[config.mk]
export PLATFORM = sky130hd
export DESIGN_NAME = alu_op_sequencer
export DESIGN_NICKNAME = d
export VERILOG_FILES = /design/src/rtl/alu_op_sequencer.sv
export SDC_FILE = /design/constraint.sdc
export NUM_CORES = 1
export LEC_CHECK = 0
export CAP_MARGIN = 20
export CORE_ASPECT_RATIO = 1.2
export CORE_MARGIN = 5
export CORE_UTILIZATION = 35
export DETAILED_ROUTE_END_ITERATION = 8
export HOLD_SLACK_MARGIN = 0.15
export PLACE_DENSITY = 0.72
export SLEW_MARGIN = 40
export SYNTH_ARGS = -nofsm -noshare
export SYNTH_HDL_FRONTEND = slang
export SYNTH_SLANG_ARGS = --single-unit
[constraint.sdc]
create_clock -name clk -period 2.21 [get_ports clk]
set_clock_uncertainty 0.05 [all_clocks]
set_input_delay 0.442 -clock clk [delete_from_list [all_inputs] [get_ports clk]]
set_output_delay 0.442 -clock clk [all_outputs]
set_load 0.01 [all_outputs]
[src/rtl/alu_op_sequencer.sv]
// rtl/alu_op_sequencer.sv - command sequencer for the 8-bit bitslice ALU; ALU_SEQ_MUL_EN enables shift-add multiply
module alu_op_sequencer #(
  parameter int          WIDTH  = 8,
  parameter logic [3:0]  MUL_OP = 4'b1111
) (
  input  logic                 clk,
  input  logic                 rst_n,
  input  logic                 cmd_valid,
  output logic                 cmd_ready,
  input  logic [3:0]           cmd_op,
  input  logic [WIDTH-1:0]     cmd_x,
  input  logic [WIDTH-1:0]     cmd_y,
  input  logic                 cmd_shin,
  output logic [3:0]           alu_op_code,
  output logic [WIDTH-1:0]     alu_x,
  output logic [WIDTH-1:0]     alu_y,
  output logic                 alu_cin,
  output logic                 alu_cin2c,
  output logic                 alu_lsb_y,
  output logic                 alu_left_i,
  output logic                 alu_right_i,
  input  logic [WIDTH-1:0]     alu_z,
  input  logic                 alu_cout,
  output logic                 rsp_valid,
  input  logic                 rsp_ready,
  output logic [2*WIDTH-1:0]   rsp_result,
  output logic                 rsp_cout,
  output logic                 rsp_err
);

  typedef enum logic [1:0] {
    S_IDLE,
    S_EXEC,
    S_DONE
`ifdef ALU_SEQ_MUL_EN
    , S_MUL
`endif
  } state_t;

  state_t state, state_nxt;

  logic [3:0]       op_r;
  logic [WIDTH-1:0] x_r;
  logic [WIDTH-1:0] y_r;
  logic             shin_r;
  logic             op_illegal;

`ifdef ALU_SEQ_MUL_EN
  logic [WIDTH-1:0] p_hi;
  logic [2:0]       count;
  logic             mul_c;
  logic [WIDTH-1:0] mul_s;

  // One shift-add step: keep the ALU sum only when the multiplier LSB is set.
  always_comb begin
    mul_c = y_r[0] & alu_cout;
    mul_s = y_r[0] ? alu_z : p_hi;
  end

  assign op_illegal = 1'b0;
`else
  assign op_illegal = (op_r == MUL_OP);
`endif

  always_ff @(posedge clk) begin
    if (!rst_n) state <= S_IDLE;
    else        state <= state_nxt;
  end

  always_comb begin
    state_nxt   = state;
    cmd_ready   = 1'b0;
    rsp_valid   = 1'b0;
    alu_op_code = 4'b0000;
    alu_x       = '0;
    alu_y       = '0;
    alu_cin     = 1'b0;
    alu_cin2c   = 1'b0;
    alu_lsb_y   = 1'b0;
    alu_left_i  = 1'b0;
    alu_right_i = 1'b0;
    case (state)
      S_IDLE: begin
        cmd_ready = 1'b1;
        if (cmd_valid) begin
`ifdef ALU_SEQ_MUL_EN
          if (cmd_op == MUL_OP) state_nxt = S_MUL;
          else                  state_nxt = S_EXEC;
`else
          state_nxt = S_EXEC;
`endif
        end
      end
      S_EXEC: begin
        // An illegal opcode keeps the ALU lines quiet.
        if (!op_illegal) begin
          alu_op_code = op_r;
          alu_x       = x_r;
          alu_y       = y_r;
          alu_cin2c   = (op_r == 4'b0001);
          alu_left_i  = shin_r;
          alu_right_i = shin_r;
        end
        state_nxt = S_DONE;
      end
`ifdef ALU_SEQ_MUL_EN
      S_MUL: begin
        alu_op_code = 4'b0000;
        alu_x       = p_hi;
        alu_y       = x_r;
        alu_lsb_y   = y_r[0];
        if (count == 3'd7) state_nxt = S_DONE;
      end
`endif
      S_DONE: begin
        rsp_valid = 1'b1;
        if (rsp_ready) state_nxt = S_IDLE;
      end
      default: state_nxt = S_IDLE;
    endcase
  end

  always_ff @(posedge clk) begin
    if (!rst_n) begin
      op_r       <= 4'b0000;
      x_r        <= '0;
      y_r        <= '0;
      shin_r     <= 1'b0;
      rsp_result <= '0;
      rsp_cout   <= 1'b0;
      rsp_err    <= 1'b0;
`ifdef ALU_SEQ_MUL_EN
      p_hi       <= '0;
      count      <= 3'd0;
`endif
    end else begin
      case (state)
        S_IDLE: begin
          if (cmd_valid) begin
            op_r   <= cmd_op;
            x_r    <= cmd_x;
            y_r    <= cmd_y;
            shin_r <= cmd_shin;
`ifdef ALU_SEQ_MUL_EN
            p_hi   <= '0;
            count  <= 3'd0;
`endif
          end
        end
        S_EXEC: begin
          rsp_result <= op_illegal ? '0 : {{WIDTH{1'b0}}, alu_z};
          rsp_cout   <= op_illegal ? 1'b0 : alu_cout;
          rsp_err    <= op_illegal;
        end
`ifdef ALU_SEQ_MUL_EN
        S_MUL: begin
          // {P_hi,Y} <= low 16 bits of {c,s,Y} >> 1
          p_hi  <= {mul_c, mul_s[WIDTH-1:1]};
          y_r   <= {mul_s[0], y_r[WIDTH-1:1]};
          count <= count + 3'd1;
          if (count == 3'd7) begin
            rsp_result <= {mul_c, mul_s, y_r[WIDTH-1:1]};
            rsp_cout   <= 1'b0;
            rsp_err    <= 1'b0;
          end
        end
`endif
        default: ;
      endcase
    end
  end

endmodule

==> impl_metrics.toml, run 1 <==
[synth]
syn_inst = 187
synth_area_leaders = "dfxtp_1 44%, nand3_1 10%, and3_1 8.8%"
yosysTopAreaCellShare_pct = 44.1
synth-seq-cells = 33
yosys_warnings = 0
avgSynthCellArea_um2 = 8.01
synth.distinct_cells = 22
syn-cell-area_um2 = 1500
yosysSeqAreaShare_pct = 44.1
yosys.area.top_type = "dfxtp_1"

[finish]
syn_to_final_growth_pct = 57.2
drive_gt1_share_pct = 10.2
fillers = 410
nets = 288
diodes = 0

[hold_path]
hp-class = "flip-flop to flip-flop"
holdPathStages = 2

[placed_design]
hpwlAfterDp_um = 2850
gp_congestion = 0.777
io_buffers = 68

[setup_path]
reg2reg_depth = 5
path_class = "flip-flop to output port"
cp.required_ps = 1720
cp-start-kind = "flip-flop"
path_max_fanout = 5
end_kind = "output port"
cp.arrival_ps = 1640

[detailed_routing]
num_vias = 1473
viasPerCell = 4.75
routed_wl_um = 4020
wl_per_cell_um = 13.0
dr.pass1.iters = 4
ant_nets = 0
detail_route.drc_violations = 0
drt_iter0_markers = 66

[power_and_ir_drop]
p_leak_nw = 1.25
p_sw_mw = 0.322
p_sw_share_pct = 24.2
p_int_mw = 1.01
power_density_nw_per_um2 = 565
p_seq_share_pct = 49.3
p_comb_share_pct = 17.3
p_clk_share_pct = 33.4
ir_worst_vdd_mv = 0.342

[run_status]
outcome = "finished clean"

[global_route]
grt_pass1_wl_um = 6310
grt_usage_pct = 13.8
antenna_found_initial = 0
gr-total-overflow = 0
grt_max_degree = 44
grt_pass1_vias = 1374

[die]
die_height_um = 81.7
ios = 79
die_w_um = 69.7
rows = 26
coreArea_um2 = 4200
die_area_um2 = 5690
start_util_pct = 35.7

[timing]
fin_crit_sh_pct = 96.4
grt_setup_unrepaired = "no"
fin_tns_setup_ps = 0
slew_violations = 0
tightestPinTransition_ps = 515
fin_crit_ps = 2130
clock.fmax_ghz = 0.470
timing.hold.ws_ps = 398
hold_viol = 0
setup_viol = 0
slew-limit-headroom_pct = 65.7

[clock_network]
cts_num_sinks = 33
htree_levels = 2
cts_tree = "built"
root_buffer = "clkbuf_8"
insertion_delay_ps = 280
clk_path_buf_depth = 2
cts_buffers = 5
cts.reportedPaths.clkPinSlew_ps = 70

[run]
cap_viol_max_count = 0
cell families (layout without fill, tap and decap cells):
| logic type | count (synthesis) | count (layout) | synth area share, % |
|---|---|---|---|
| and+or+nand+nor | 100 | 100 | 35.4 |
| DFF | 33 | 33 | 44.1 |
| other | 1 | 10 | 0.250 |
| buffers and inverters | 29 | 87 | 12.0 |
| AOI/OAI and AO/OA | 24 | 24 | 8.19 |
sequential cells by signal, indices dropped and copies added, names as in the netlist:
| signal | count |
|---|---|
| y_r | 8 |
| op_r | 4 |
| rsp_result | 8 |
| x_r | 8 |
| state | 2 |
| rsp_cout | 1 |
| rsp_err | 1 |
| shin_r | 1 |
cell usage in the layout (no fill, tap or decap):
cell	instances
conb_1	10
clkbuf_8	6
buf_4	7
nor3b_4	1
o21ai_1	3
buf_2	1
clkbuf_1	1
and2_1	1
nor4_2	1
and3_1	21
nor2_1	1
nand2_1	30
buf_12	2
clkdlybuf4s50_1	47
dfxtp_4	1
buf_6	2
o21a_1	1
nor2b_4	1
dfxtp_1	29
a21oi_1	1
nand4_1	10
nand3_1	30
dfxtp_2	3
nor2b_1	2
buf_8	1
dlygate4sd2_1	6
o21ai_0	19
nand2b_1	2
dlymetal6s2s_1	14
final timing paths:
kind                  from  endpoint  slack (ps)
setup / recovery  state[0]  alu_x[7]          80
hold reg to reg     x_r[7]    x_r[7]         400
setup reg to reg  state[0]   rsp_err         980
hold / removal      x_r[7]    x_r[7]         400
layout make-up:
class	instances	area (µm²)	share of cell area, %
well taps	56	70.1	2.98
multi-input cells	134	697	29.6
clock buffers	7	86.3	3.67
repair buffers	80	833	35.4
flip-flops and latches	33	668	28.4
cell usage after synthesis (all sizes together):
cell,instances
dfxtp,33
nand2,30
nand3,30
o21ai,22
and3,21
buf,21
nand4,10
clkbuf,8
nor2b,3
nand2b,2
a21oi,1
and2,1
conb,1
nor2,1
nor3b,1
nor4,1
o21a,1
routing by layer:
metal  share of wire, %  GRT usage, %  vias up  routed length [µm]
li1                   -             -      755                   -
met3                7.0          4.28        4                 281
met2                 52          25.3       45                2080
met1                 40          15.0      669                1610
met5                  0             0        -                   0
met4                1.2          5.75        0                  48
critical path: stages, from the launching register on:
cell and delay [ps]:
dfxtp_4 380, nor2b_4 170, buf_4 140, and3_1 150
clkdlybuf4s50_1 530
per-stage QoR:
step / std cells / cell area (µm²) / setup WS, ps / power, mW / utilization, %
2_1_floorplan: 196 / 1530 / 608 / 0.789 / -
3_3_place_gp: 300 / 2190 / 196 / 0.898 / 52.2
3_5_place_dp: 300 / 2190 / 167 / 0.901 / 52.2
4_1_cts: 307 / 2290 / 1.00 / 1.35 / 54.5
5_1_grt: 310 / 2350 / 13.0 / 1.39 / 56.1
6_report: 310 / 2350 / 80.4 / 1.33 / 56.1
what timing repair did:
action                                  in CTS  in global routing
gates resized for setup                     11                 19
endpoints found under the setup margin      22                 17
hold buffers                                 0                  0
pin swaps                                    0                  1
setup buffers                                0                  3
power by group through the flow:
stage	sequential (mW)	combinational [mW]	clock, mW
after floorplan	0.668	0.121	0
after detailed placement	0.668	0.232	0
after global routing	0.661	0.254	0.478
final	0.656	0.230	0.444
after CTS	0.655	0.235	0.461
after global placement	0.667	0.230	0
Note: power is estimated with default switching activity, not from simulation.
==> inputs of run 2 (changes only) <==
Settings changed: SLEW_MARGIN 40 to 15.
==> results of run 2 <==
The final DEF is identical to that of run 1; final timing and power are the same.
==> inputs of run 3 (changes only) <==
Clock period 2.21 ns to 2.2 ns, I/O delays scaled along.
==> run 3 against run 2 <==
Net effect:
- global-route usage grew 0.19 points
- clock-buffer cell count is the same
- largest cell class unchanged
- combinational power barely moved
- cell area shrank 1.5%
- register-to-register slack about the same
- non-clock buffer count down 2
- first-iteration DRC count increased by 26%
- hold slack got worse by 1.9 ps
- sequential power is essentially flat
- highest routed layer unchanged
==> impl_metrics.toml, run 3 (synthesized netlist as in run 1, its figures left out) <==
[placed_design]
preCtsSetupSlack_ps = 154
hpwlAfterDp_um = 2780
io_buffers = 68
gp_congestion = 0.776

[detailed_routing]
routed_wl_um = 3940
num_vias = 1423
detail_route.drc_violations = 0
drt_iter0_markers = 83
dr.pass1.iters = 4
ant_nets = 0
viasPerCell = 4.62
wl_per_cell_um = 12.8

[power_and_ir_drop]
ir_worst_vdd_mv = 0.419
p_leak_nw = 1.24
power_density_nw_per_um2 = 578

[finish]
diodes = 0
postLayoutCoreUtil_pct = 55.2
top_regs = "rsp_result (8), x_r (8), y_r (8)"
drive_gt1_share_pct = 8.73
mostFrequentLayoutCells = "45 x clkdlybuf4s50_1, 30 x nand3_1, 30 x nand2_1, 30 x dfxtp_1, 21 x and3_1"
final_common_cell = "clkdlybuf4s50_1"
syn_to_final_growth_pct = 54.8
nets = 286

[timing]
timing.hold.ws_ps = 396
slew_violations = 0
grt_setup_unrepaired = "no"
clock.fmax_ghz = 0.470
tightestPinTransition_ps = 511
fin_crit_sh_pct = 96.8
setup_viol = 0
fin_crit_ps = 2130
hold_viol = 0
setup_ws_ps = 71.4
fin_tns_setup_ps = 0
slew-limit-headroom_pct = 65.9

[global_route]
grt_pass1_wl_um = 6400
grt_max_degree = 44
gr-total-overflow = 0
grt_pass1_vias = 1369
grt_usage_pct = 14.0
antenna_found_initial = 0

[clock_network]
htree_levels = 2
root_buffer = "clkbuf_8"
post_cts_buffers = 0
cts_tree = "built"
cts.reportedPaths.clkPinSlew_ps = 60
cts_buffers = 5
ctsHoldBuffers = 0
clk_path_buf_depth = 2
insertion_delay_ps = 280
cts_num_sinks = 33

[setup_path]
rr_startpoint = "state[0]"
path_class = "flip-flop to output port"
cp.required_ps = 1710
cp.arrival_ps = 1640
r2r-end = "rsp_err"
regToRegSetupSlack_ps = 990
end_kind = "output port"
path_max_fanout = 14
reg2reg_depth = 5
cp-start-kind = "flip-flop"

[hold_path]
hold_end = "x_r[7]"
holdCritStartpoint = "x_r[7]"
holdPathStages = 2
hp-class = "flip-flop to flip-flop"

[run_status]
outcome = "finished clean"

[die]
die_w_um = 69.7
die_height_um = 81.7
coreArea_um2 = 4200
start_util_pct = 35.7
rows = 26
die_area_um2 = 5690
ios = 79

[run]
cap_viol_max_count = 0
run 3: final cells by class:
| class | count | area [µm²] |
|---|---|---|
| fill | 398 | 1880 |
| timing repair buffer | 78 | 805 |
| multi-input combinational | 134 | 691 |
| sequential | 33 | 667 |
| clock buffer | 7 | 86.3 |
| tap | 56 | 70.1 |
run 3: what timing repair did:
item                       CTS  global route
hold endpoints to repair     0             0
setup endpoints to repair   23            14
gates resized for setup     12            16
run 3: critical path, cell delays in order (launching register included):
cell             delay [ps]
dfxtp_1                 370
nand4_1                 130
buf_4                   200
and3_1                  190
clkdlybuf4s50_1         470
run 3: stage by stage:
stage               total power, mW  instances  area (µm²)
finish                         1.34        308        2320
global route                   1.41        308        2320
CTS                            1.36        308        2280
detailed placement            0.906        301        2200
global placement              0.904        301        2200
floorplan                     0.792        196        1530
run 3: worst max-delay path by stage:
| stage | to | start | cells after the start | slack, ps |
|---|---|---|---|---|
| floorplan | alu_right_i | state[0] | 4 | 600 |
| global placement | alu_x[5] | state[0] | 4 | 190 |
| detailed placement | alu_x[5] | state[0] | 4 | 150 |
| CTS | alu_x[4] | state[0] | 4 | 0.5 |
| global route | alu_op_code[3] | op_r[3] | 4 | 5 |
| finish | alu_op_code[3] | op_r[2] | 4 | 70 |
run 3: power breakdown:
group | internal, mW | switching (mW)
Clock | 0.248 | 0.203
Sequential | 0.636 | 0.0217
Combinational | 0.129 | 0.103
Total | 1.01 | 0.328
run 3: metal layers:
metal	up-vias	GRT usage [%]	wire length [µm]
met2	39	23.8	1920
met1	624	16.9	1730
met5	-	0	0
met3	4	4.28	240
li1	756	-	-
met4	0	5.17	48
